## config.mk

```make
export PLATFORM = sky130hd
export DESIGN_NAME = segment_reg_scoreboard
export DESIGN_NICKNAME = d
export VERILOG_FILES = /design/src/rtl/segment_reg_scoreboard.sv
export SDC_FILE = /design/constraint.sdc
export NUM_CORES = 1
export LEC_CHECK = 0
export ABC_AREA = 0
export CAP_MARGIN = 10
export CORE_ASPECT_RATIO = 0.7
export CORE_UTILIZATION = 60
export CTS_BUF_LIST = sky130_fd_sc_hd__clkbuf_16
export CTS_CLUSTER_DIAMETER = 30
export DETAILED_ROUTE_END_ITERATION = 7
export PLACE_DENSITY = 0.87
export SETUP_SLACK_MARGIN = 0.5
export SLEW_MARGIN = 20
export SYNTH_ARGS = -nofsm -noshare
export SYNTH_HDL_FRONTEND = slang
export SYNTH_SLANG_ARGS = --single-unit
```

## constraint.sdc

```tcl
create_clock -name clk -period 4.3 [get_ports clk]
set_clock_uncertainty 0.2 [all_clocks]
set_input_delay 0.43 -clock clk [delete_from_list [all_inputs] [get_ports clk]]
set_output_delay 0.43 -clock clk [all_outputs]
set_load 0.05 [all_outputs]
```

## src/rtl/segment_reg_scoreboard.sv

```systemverilog
// -----------------------------------------------------------------------------
// segment_reg_scoreboard
//
// Segment register file plus per-segment write scoreboard for the decode stage.
// Decode presents up to three segment reads and an optional segment load; this
// block returns the segment values (with writeback bypass) and holds decode
// while any needed segment still has an older load in flight. Writeback retires
// segment loads here, updating the register and releasing the pending count.
//
// Ports
//   clk, rst                  clock, synchronous active-high reset
//   dec_valid                 decode presents an instruction this cycle
//   seg{1,2,3}_needed         read port n is used by the instruction
//   seg{1,2,3}                read port n segment address (ES..GS = 0..5)
//   ld_seg, dseg              instruction loads segment dseg
//   flush                     discard every in-flight segment write
//   wb_valid, wb_seg, wb_data writeback retires a segment load
//   dec_stall                 decode held, instruction not accepted
//   seg{1,2,3}_data           segment value for read port n
//   seg_pending               bit i set while segment i has a pending write
//   cnt_err                   sticky: writeback with no pending write
// -----------------------------------------------------------------------------
module segment_reg_scoreboard #(
    parameter int unsigned SEG_W = 16,
    parameter int unsigned CNT_W = 2
) (
    input  logic             clk,
    input  logic             rst,
    input  logic             dec_valid,
    input  logic             seg1_needed,
    input  logic             seg2_needed,
    input  logic             seg3_needed,
    input  logic [2:0]       seg1,
    input  logic [2:0]       seg2,
    input  logic [2:0]       seg3,
    input  logic             ld_seg,
    input  logic [2:0]       dseg,
    input  logic             flush,
    input  logic             wb_valid,
    input  logic [2:0]       wb_seg,
    input  logic [SEG_W-1:0] wb_data,
    output logic             dec_stall,
    output logic [SEG_W-1:0] seg1_data,
    output logic [SEG_W-1:0] seg2_data,
    output logic [SEG_W-1:0] seg3_data,
    output logic [7:0]       seg_pending,
    output logic             cnt_err
);

    // Addresses 6 and 7 are reserved: never written, read as zero.
    localparam logic [2:0]       NUM_SEG = 3'd6;
    localparam logic [CNT_W-1:0] CNT_MAX = {CNT_W{1'b1}};

    // State
    logic [SEG_W-1:0] seg_reg_q [8];
    logic [CNT_W-1:0] cnt_q     [8];
    logic [CNT_W-1:0] cnt_d     [8];
    logic             cnt_err_q;

    // Decode-side views of the three read ports
    logic [2:0]       rd_addr [3];
    logic             rd_need [3];
    logic [SEG_W-1:0] rd_data [3];
    logic [2:0]       rd_dep;

    logic [7:0] wbm;       // one-hot writeback match per segment
    logic [7:0] ep_nz;     // pending count minus this cycle's retire is nonzero
    logic [7:0] cnt_inc;
    logic [7:0] cnt_dec;
    logic       dep;
    logic       full;
    logic       issue;
    logic       cnt_err_set;

    assign rd_addr[0] = seg1;
    assign rd_addr[1] = seg2;
    assign rd_addr[2] = seg3;
    assign rd_need[0] = seg1_needed;
    assign rd_need[1] = seg2_needed;
    assign rd_need[2] = seg3_needed;

    // Writeback match, including reserved segments so a stray retire to 6/7
    // is still caught by cnt_err.
    always_comb begin
        wbm = '0;
        if (wb_valid) begin
            wbm[wb_seg] = 1'b1;
        end
    end

    // A segment is effectively pending unless its only outstanding write is
    // retiring right now; that lets a same-cycle writeback release a reader.
    always_comb begin
        ep_nz = '0;
        for (int x = 0; x < 8; x++) begin
            ep_nz[x] = (cnt_q[x] != '0) && !(wbm[x] && (cnt_q[x] == CNT_W'(1)));
        end
    end

    // Read data with writeback bypass; reserved addresses always return zero.
    always_comb begin
        for (int p = 0; p < 3; p++) begin
            rd_data[p] = '0;
            rd_dep[p]  = rd_need[p] && ep_nz[rd_addr[p]];
            if (rd_addr[p] < NUM_SEG) begin
                if (wbm[rd_addr[p]]) begin
                    rd_data[p] = wb_data;
                end else begin
                    rd_data[p] = seg_reg_q[rd_addr[p]];
                end
            end
        end
    end

    assign seg1_data = rd_data[0];
    assign seg2_data = rd_data[1];
    assign seg3_data = rd_data[2];

    // Stall: dependency on an in-flight write, or destination counter full.
    // A full counter that retires this cycle has room for the new load.
    assign dep       = |rd_dep;
    assign full      = ld_seg && (dseg < NUM_SEG) && (cnt_q[dseg] == CNT_MAX) && !wbm[dseg];
    assign dec_stall = flush || (dec_valid && (dep || full));
    assign issue     = dec_valid && !dec_stall;

    // Counter next state
    always_comb begin
        cnt_err_set = 1'b0;
        cnt_inc     = '0;
        cnt_dec     = '0;
        for (int x = 0; x < 8; x++) begin
            cnt_inc[x] = issue && ld_seg && (dseg == 3'(x)) && (x < 6);
            cnt_dec[x] = wbm[x] && (cnt_q[x] != '0);
            cnt_d[x]   = cnt_q[x];
            if (flush) begin
                cnt_d[x] = '0;
            end else if (cnt_inc[x] && !cnt_dec[x]) begin
                cnt_d[x] = cnt_q[x] + CNT_W'(1);
            end else if (cnt_dec[x] && !cnt_inc[x]) begin
                cnt_d[x] = cnt_q[x] - CNT_W'(1);
            end
            // Retire with nothing pending; a flush makes such retires expected.
            if (wbm[x] && (cnt_q[x] == '0) && !flush) begin
                cnt_err_set = 1'b1;
            end
        end
    end

    always_ff @(posedge clk) begin
        if (rst) begin
            for (int x = 0; x < 8; x++) begin
                seg_reg_q[x] <= '0;
                cnt_q[x]     <= '0;
            end
            cnt_err_q <= 1'b0;
        end else begin
            if (wb_valid && (wb_seg < NUM_SEG)) begin
                seg_reg_q[wb_seg] <= wb_data;
            end
            for (int x = 0; x < 8; x++) begin
                cnt_q[x] <= cnt_d[x];
            end
            if (cnt_err_set) begin
                cnt_err_q <= 1'b1;
            end
        end
    end

    always_comb begin
        seg_pending = '0;
        for (int x = 0; x < 8; x++) begin
            seg_pending[x] = (cnt_q[x] != '0);
        end
    end

    assign cnt_err = cnt_err_q;

endmodule

```

* After elaboration in Yosys (flattened, before gate mapping)
Memories as Yosys holds them, arrays and structs flattened. Cells that the tools add are included.
Storage, ports and cells: memories kept 2, output and inout port bits 58, bits in writable memories 144, register bits 1
Cells by class: equal/unequal tests 14, $add $sub $neg 14, bitwise gates (word level) 8, reduce and logical (&&, ||, !) cells 113, magnitude comparators 11, muxes and demuxes 70
Memories:
- seg_reg_q | depth 8, bits a word 16, read ports 3, clocked after memory_dff 0, wr ports 8, RTL line 55 | logic [SEG_W-1:0] seg_reg_q [8];
- cnt_q | depth 8, bits a word 2, read ports 9, clocked after memory_dff 0, wr ports 8, RTL line 56 | logic [CNT_W-1:0] cnt_q [8];
Operator list (number):
- two-way mux 16 bit | 7
- logical AND 1 bit | 69
- two-way mux 2 bit | 30
- logical NOT 1 bit | 23
- two-way mux 1 bit | 23
- binary-select mux 1 bit (select 3 bit) | 7
- < comparator 3 x 4 -> 1 bit (second input constant) | 5
- equality test 2 x 1 -> 1 bit (second input constant) | 8
- logical NOT 2 bit | 8
- nonzero test 2 bit | 8
- OR reduction 16 bit | 1
- subtractor 2 x 1 -> 2 bit (second input constant) | 8
- < comparator 3 bit (second input constant) | 5
- adder 2 x 1 -> 2 bit (second input constant) | 6
- two-way mux 8 bit | 1
- OR 1 bit | 8
- equality test 3 x 2 -> 1 bit (second input constant) | 2
- equality test 3 bit (second input constant) | 2
- demux 1 bit (select 3 bit) | 1
- equality test 3 x 1 -> 1 bit (second input constant) | 1
- >= comparator 3 x 1 -> 1 bit (second input constant) | 1
- logical NOT 3 bit | 1
- two-way mux 3 bit | 1
- OR reduction 3 bit | 1
- 2 further kinds | 3

* Depth between registers and ports, before layout
Gate-level depths: netlist of run 1.
depth after elaboration 25, mapped depth 13

* Least setup slack after synthesis of run 1
No wires, ideal clock.
kind input port to output port, start point input wb_seg[1], end point output seg1_data[0], path slack 1.199 ns, cell stages on the path 8, buffers on the path 3, arrival time 2.471 ns, path through buf_6 buf_2 xnor2_1 nand4_1 nand2_1 clkbuf_1 o22ai_1 a21oi_1
Between the ends: longest elaborated chain between the ends 9, elaborated cells between the ends (all ways) 10
Ends and longest elaborated chain:
- from (decl) | RTL line 40 | input logic [2:0] wb_seg,
- < comparator 3 x 4 -> 1 bit (not written as such) / >= comparator 3 x 1 -> 1 bit (equally long branches) | RTL line 87 | wbm[wb_seg] = 1'b1;
- logical AND 1 bit (not written as such) | RTL line 87
- two-way mux 1 bit (not written as such) | RTL line 87
- demux 1 bit (select 3 bit) (*) | RTL line 87
- two-way mux 8 bit (*) | RTL line 86 | if (wb_valid) begin
- binary-select mux 1 bit (select 3 bit) (*) | RTL line 106 | if (wbm[rd_addr[p]]) begin
- two-way mux 1 bit (not written as such) (*) | RTL line 106
- two-way mux 16 bit (*) | RTL line 106
- two-way mux 16 bit (*) | RTL line 105 | if (rd_addr[p] < NUM_SEG) begin
- to (decl) | RTL line 43 | output logic [SEG_W-1:0] seg1_data,
Every way passes the cells marked *; elsewhere a longest branch is shown, timed or not. The select of a mux whose other input is x is not followed.

* Final worst setup path of run 1
start point input seg1[2], end point output seg1_data[0]
Between the ends: longest elaborated chain between the ends 4, elaborated cells between the ends (all ways) 6
Ends and longest elaborated chain:
- from (decl) | RTL line 33 | input logic [2:0] seg1,
- binary-select mux 1 bit (select 3 bit) | RTL line 106
- two-way mux 1 bit (not written as such) | RTL line 106
- two-way mux 16 bit | RTL line 106
- two-way mux 16 bit (*) | RTL line 105
Marked as above.

==> metrics.md, run 1 <==
| Metric | Value |
|---|---|
| Outcome | `finished, final reports clean` |
| Full die area | `0.0139 mm2` |
| IO buf count | `97` |
| Pwr Total | `3730 uW` |
| Worst r2r src | `cnt_q[4][0]$_SDFFE_PP0P_` |
| Num rows | `35` |
| Most common cell after layout, fill and taps aside | `and2_1` |
| Fillers | `758` |
| DRC Markers | `0` |
| Final Cycle Share | `88.1%` |
| Syn avg cell area | `10.6 um2` |
| Cell Area, Synth | `0.00807 mm2` |
| FF/Latch Area | `0.00322 mm2` |
| Final net count | `906` |
| Total gr overflow | `0` |
| Worst Hold Launch | `cnt_q[7][1]$_SDFFE_PP0P_` |
| Reg clk slew, reported paths | `0.06 ns` |
| Area used by multi-input combinational logic | `0.00448 mm2` |
| Routability cong. | `0.964` |
| Top_reg_cell synth | `edfxtp_1` |
| 1st-iter DRT viols | `1505` |
| Register area share after synthesis | `39.9%` |
| Largest net degree at the start of global routing | `34` |
| YS warnings | `0` |
| Vias per cell | `7.21` |
| Number of max-cap violations | `0` |
| Met3 Usage GRT | `12.4%` |
| Area grow syn2layout | `26.9%` |
| Share of cells above drive strength 1 | `20.5%` |
| # H-tree levels | `4` |
| Num CTS Buffers | `17` |
| Crit Path Category | `in2out` |
| HPWL Detailed | `18500 um` |
| Setup crit end kind | `output port` |
| IO Pins | `98` |
| Worst EP arrival | `3.16 ns` |
| Hold Path Class | `reg2reg` |
| Vias in the first global route | `7221` |
| CTS Root Buffer Type | `clkbuf_16` |
| Routed wire length | `27300 um` |
| DR WL/cell | `26.7 um` |
| Skew-Pair Late Insertion Delay | `0.42 ns` |
| Peak supply drop | `0.304 mV` |
| Post-route minimum period | `3.79 ns` |
| Post-route ant nets | `0` |
| Final setup fails | `0` |
| Max Freq | `264 MHz` |
| Drt pass-1 iters | `8` |
| Clk sinks | `113` |
| CTS max path bufs | `2` |
| Syn nets | `825` |
| Antenna cells | `0` |
| Largest fanout on the critical path | `16` |
| Core area | `0.0131 mm2` |
| Critical Path Source | `seg1[2]` |
| Pwr dens | `364 mW/mm2` |
| Initial Util | `61.4%` |
| Ys async rst share | `0%` |
| DP Cell Count | `991` |
| GRT Util Overall | `40.6%` |
| R2r setup slk | `1.13 ns` |
| Dpl ws | `0.355 ns` |
| Finished Layout Cells | `1023` |
| Yosys reg bits | `113` |
| Mapped Cells | `763` |
| Met1 usage | `55.8%` |
| CTS tree | `yes` |
| Count of different cell masters after synthesis | `54` |
| Post-route setup TNS | `0 ns` |
| Initial antenna violation count | `1` |
| Most used routing layer | `met2` |
| Grt met2 use | `59.3%` |
| Leakage Power | `0.00396 uW` |
| Vias | `7379` |
| Die H | `99.0 um` |
| Global-route wire length before repair | `41600 um` |
| Post-synth EDFFs | `96` |
| Final-report hold violation count | `0` |
| Most frequent cells in the layout | `and2_1 (97), edfxtp_1 (96), nor2_1 (81)` |
| Worst setup SP type | `input pin` |
| Max_slew headroom | `45.0%` |
| Slew Viols, Final | `0` |
| Worst-Margin Slew | `0.823 ns` |
| Die Width | `141 um` |
| RSZ-0062 raised after global routing | `false` |
| Final worst setup slack | `0.511 ns` |
| Required time of the critical path | `3.67 ns` |
## critical path, stage by stage
cell,delay (ns)
clkdlybuf4s50_1,0.78
xnor2_1,0.18
nand4_1,0.17
nand2_1,0.68
o22ai_1,0.33
a21oi_1,0.39
buf_12,0.19
## state kept, by name, indices dropped and copies added, names as in the netlist
register   flops
seg_reg_q     96
cnt_q         16
cnt_err        1
## stage by stage
step           hold slack, ns  utilization [%]  cell area, um2
2_1_floorplan           0.254                -            8070
3_3_place_gp            0.266             73.5            9650
4_1_cts                 0.299             77.8           10200
3_5_place_dp            0.287             73.5            9650
6_report                0.302             77.9           10200
5_1_grt                 0.325             77.9           10200
## layer usage
metal	share of wire, %	vias up
li1	-	2987
met1	35	3432
met2	44	802
met3	17	158
met4	4.1	0
met5	0	-
## timing repair
item / in CTS / in global routing
endpoints found under the setup margin: 0 / 4
setup buffers: 0 / 0
resized for setup: 0 / 2
hold buffers: 0 / 0
## Yosys cell counts (all sizes together), types with 2 or more instances
library cell | number | area, um2
nand3 | 6 | 30.0
and4b | 3 | 30.0
buf | 22 | 125
nand4 | 4 | 25.0
and4bb | 2 | 25.0
nor4 | 5 | 37.5
mux4 | 52 | 1170
o21ai | 2 | 10.0
xor2 | 13 | 114
nor4b | 2 | 32.5
a211oi | 7 | 52.6
ha | 22 | 275
or2 | 8 | 50.1
clkinv | 2 | 7.51
nor2 | 81 | 304
clkbuf | 37 | 139
o22ai | 48 | 300
mux2i | 49 | 490
nor2b | 4 | 25.0
edfxtp | 96 | 2880
and2 | 98 | 614
nor3 | 4 | 20.0
inv | 32 | 120
dfxtp | 17 | 340
a2111o | 2 | 22.5
o2111ai | 2 | 30.0
xnor2 | 11 | 96.3
a21oi | 59 | 295
a31oi | 6 | 37.5
nor3b | 2 | 15.0
a21o | 5 | 37.5
nand2 | 43 | 161
a2111oi | 2 | 17.5
a311oi | 2 | 17.5
## area by class of cell
cell class	instances	share of cell area, %
tap	166	2.03
timing repair buffer	121	15.9
multi-input combinational	557	43.8
inverter	34	1.25
clock inverter	15	1.42
clock buffer	17	4.15
sequential	113	31.5
## power breakdown
part           switching, uW  total, uW  internal (uW)  leakage (uW)
registers               53.2       1310           1250       0.00106
clock network            532       1380            845      0.000268
logic                    602       1050            443       0.00263
## logic make-up (layout without fill, tap and decap cells)
logic type               Yosys count  count (layout)  synth area share (%)
AND/OR/NAND/NOR                  264             264                  17.1
XOR/XNOR                          24              24                  2.60
multiplexers                     102             102                  20.7
flip-flops                       113             113                  39.9
adder cells (fa/ha/maj)           22              22                  3.41
buffers and inverters             93             187                  4.85
AO/OA/AOI/OAI                    145             145                  11.3
## final timing paths
| check | endpoint | cells past startpoint |
|---|---|---|
| min | cnt_q[7][1]$_SDFFE_PP0P_ | 2 |
| max reg2reg | cnt_q[5][1]$_SDFFE_PP0P_ | 12 |
| max | seg1_data[0] | 7 |
| min reg2reg | cnt_q[7][1]$_SDFFE_PP0P_ | 2 |
(Power assumes the default switching activity.)
==> inputs of run 2 (changes only) <==
CORE_UTILIZATION = 56   (was 60)
GPL_TIMING_DRIVEN = 0   (was default)
PLACE_DENSITY = 0.82   (was 0.87)
clock period = 4 ns   (was 4.3 ns; I/O delays follow)
==> run 2 against run 1 <==
  * Wire length is 0.55% higher
  * Clock-buffer cell count stayed put
  * Via count hardly changed
  * Non-clock buffer count is 38 higher
  * Worst hold slack worse by 0.0046 ns
  * Largest power group unchanged
  * Critical path depth is 1 higher
  * Power is 2.2% higher
  * Clock power is 6% higher
  * Utilization is 7.0 points lower
  * Final cell count is 6.2% higher
==> metrics.md, run 2 (synthesis gave the netlist of run 1 again) <==
| Metric | Value |
|---|---|
| Outcome | `finished, final reports clean` |
| Most frequent cells in the layout | `and2_1 (97), edfxtp_1 (96), nor2_1 (81)` |
| R2r endpoint | `cnt_q[2][1]$_SDFFE_PP0P_` |
| Grt met2 use | `53.9%` |
| Drt pass-1 iters | `8` |
| Final worst setup slack | `0.568 ns` |
| Final-report hold violation count | `0` |
| Post-placement cell area | `0.00920 mm2` |
| Core area | `0.0140 mm2` |
| Largest net degree at the start of global routing | `17` |
| Area grow syn2layout | `23.2%` |
| FF/Latch Area | `0.00322 mm2` |
| Skew-Pair Late Insertion Delay | `0.42 ns` |
| CP endpoint | `seg1_data[5]` |
| Worst EP arrival | `2.83 ns` |
| Crit Path Category | `in2out` |
| Required time of the critical path | `3.40 ns` |
| Most used routing layer | `met2` |
| Global-route wire length before repair | `39500 um` |
| CTS max path bufs | `2` |
| Leakage Power | `0.00381 uW` |
| Post-route ant nets | `0` |
| FF-to-FF path depth | `12` |
| Clk sinks | `113` |
| Initial antenna violation count | `1` |
| Final net count | `944` |
| Pwr Total | `3810 uW` |
| Share of cells above drive strength 1 | `20.2%` |
| Max Freq | `291 MHz` |
| Reg clk slew, reported paths | `0.05 ns` |
| HPWL Detailed | `19700 um` |
| 1st-iter DRT viols | `1352` |
| Final Cycle Share | `85.8%` |
| Post-layout util | `71.0%` |
| Largest fanout on the critical path | `10` |
| Vias per cell | `6.79` |
| Setup crit end kind | `output port` |
| Vias | `7377` |
| Largest reg by FF count | `seg_reg_q` |
| Hold Path Class | `in2reg` |
| Critical Path Source | `seg1[2]` |
| Full die area | `0.0149 mm2` |
| Area used by multi-input combinational logic | `0.00455 mm2` |
| # H-tree levels | `4` |
| IO buf count | `88` |
| Max_slew headroom | `30.3%` |
| Worst setup SP type | `input pin` |
| Die H | `102 um` |
| CTS Root Buffer Type | `clkbuf_16` |
| Worst-Margin Slew | `1.04 ns` |
| CTS tree | `yes` |
| Met3 Usage GRT | `12.7%` |
| Initial Util | `57.6%` |
| Routability cong. | `1.07` |
| Max reg flops | `96` |
| Dpl ws | `-0.146 ns` |
| Num rows | `36` |
| IO Pins | `98` |
| Routed wire length | `27500 um` |
| DRC Markers | `0` |
| Most common cell after layout, fill and taps aside | `and2_1` |
| RSZ-0062 raised after global routing | `false` |
| Die Width | `145 um` |
| Hold buffers post-CTS | `0` |
| Total gr overflow | `0` |
| Peak supply drop | `0.355 mV` |
| Post-route minimum period | `3.43 ns` |
| Met1 usage | `52.1%` |
| Fillers | `980` |
| Design area | `0.00994 mm2` |
| Pwr dens | `383 mW/mm2` |
| DR WL/cell | `25.3 um` |
| Worst r2r src | `cnt_q[4][0]$_SDFFE_PP0P_` |
| Final setup fails | `0` |
| Slew Viols, Final | `0` |
| Vias in the first global route | `6567` |
| Num CTS Buffers | `17` |
| R2r setup slk | `0.80 ns` |
| GRT Util Overall | `37.0%` |
| Number of max-cap violations | `0` |
==> run 2: layout make-up <==
type	instances	area share (%)
Multi-Input combinational cell	557	45.8
Sequential cell	113	32.4
Timing Repair Buffer	100	9.57
Clock buffer	17	4.28
Buffer	59	2.82
Tap cell	190	2.39
Clock inverter	15	1.36
Inverter	34	1.32
Antenna cell	1	0.0252
==> run 2: power breakdown <==
group	switching (uW)	internal, uW
clock network	605	858
registers	55.8	1350
logic	624	322
total	1280	2530
==> run 2: how the worst min path moves through the flow <==
stage	slack, ns	startpoint	depth (start not counted)	to
final	0.30	wb_valid	4	cnt_err$_SDFFE_PP0P_
after global routing	0.32	cnt_q[1][1]$_SDFFE_PP0P_	2	cnt_q[1][1]$_SDFFE_PP0P_
after CTS	0.29	cnt_q[1][1]$_SDFFE_PP0P_	2	cnt_q[1][1]$_SDFFE_PP0P_
after detailed placement	0.28	cnt_q[1][1]$_SDFFE_PP0P_	2	cnt_q[1][1]$_SDFFE_PP0P_
after global placement	0.27	cnt_q[1][1]$_SDFFE_PP0P_	2	cnt_q[1][1]$_SDFFE_PP0P_
after floorplan	0.25	cnt_q[0][1]$_SDFFE_PP0P_	2	cnt_q[0][1]$_SDFFE_PP0P_
==> run 2: metal layers <==
layer	vias to the layer above	routed length [um]
met1	3546	10600
met4	0	653
li1	3074	-
met5	-	0
met3	75	4420
met2	682	11800
==> run 2: timing repair <==
item                       CTS  global route
buffers inserted             0            11
setup endpoints to repair   50            48
cloned                       0             1
pin swaps                    0             7
gates resized for setup    118            24
==> run 2: per-stage QoR <==
step                instances  TNS, ns  hold WS (ns)
floorplan                 763        0         0.254
global placement         1041   -0.330         0.267
detailed placement       1041    -1.03         0.279
CTS                      1073        0         0.293
global route             1085        0         0.320
finish                   1086        0         0.297
==> run 2: critical path: stages <==
cell and delay [ns]:
clkdlybuf4s50_1 0.54, clkbuf_1 0.46, inv_1 0.14, nand2_2 0.16, clkbuf_2 0.26, o22ai_1 0.13, a21oi_1 0.30, clkdlybuf4s15_2 0.43
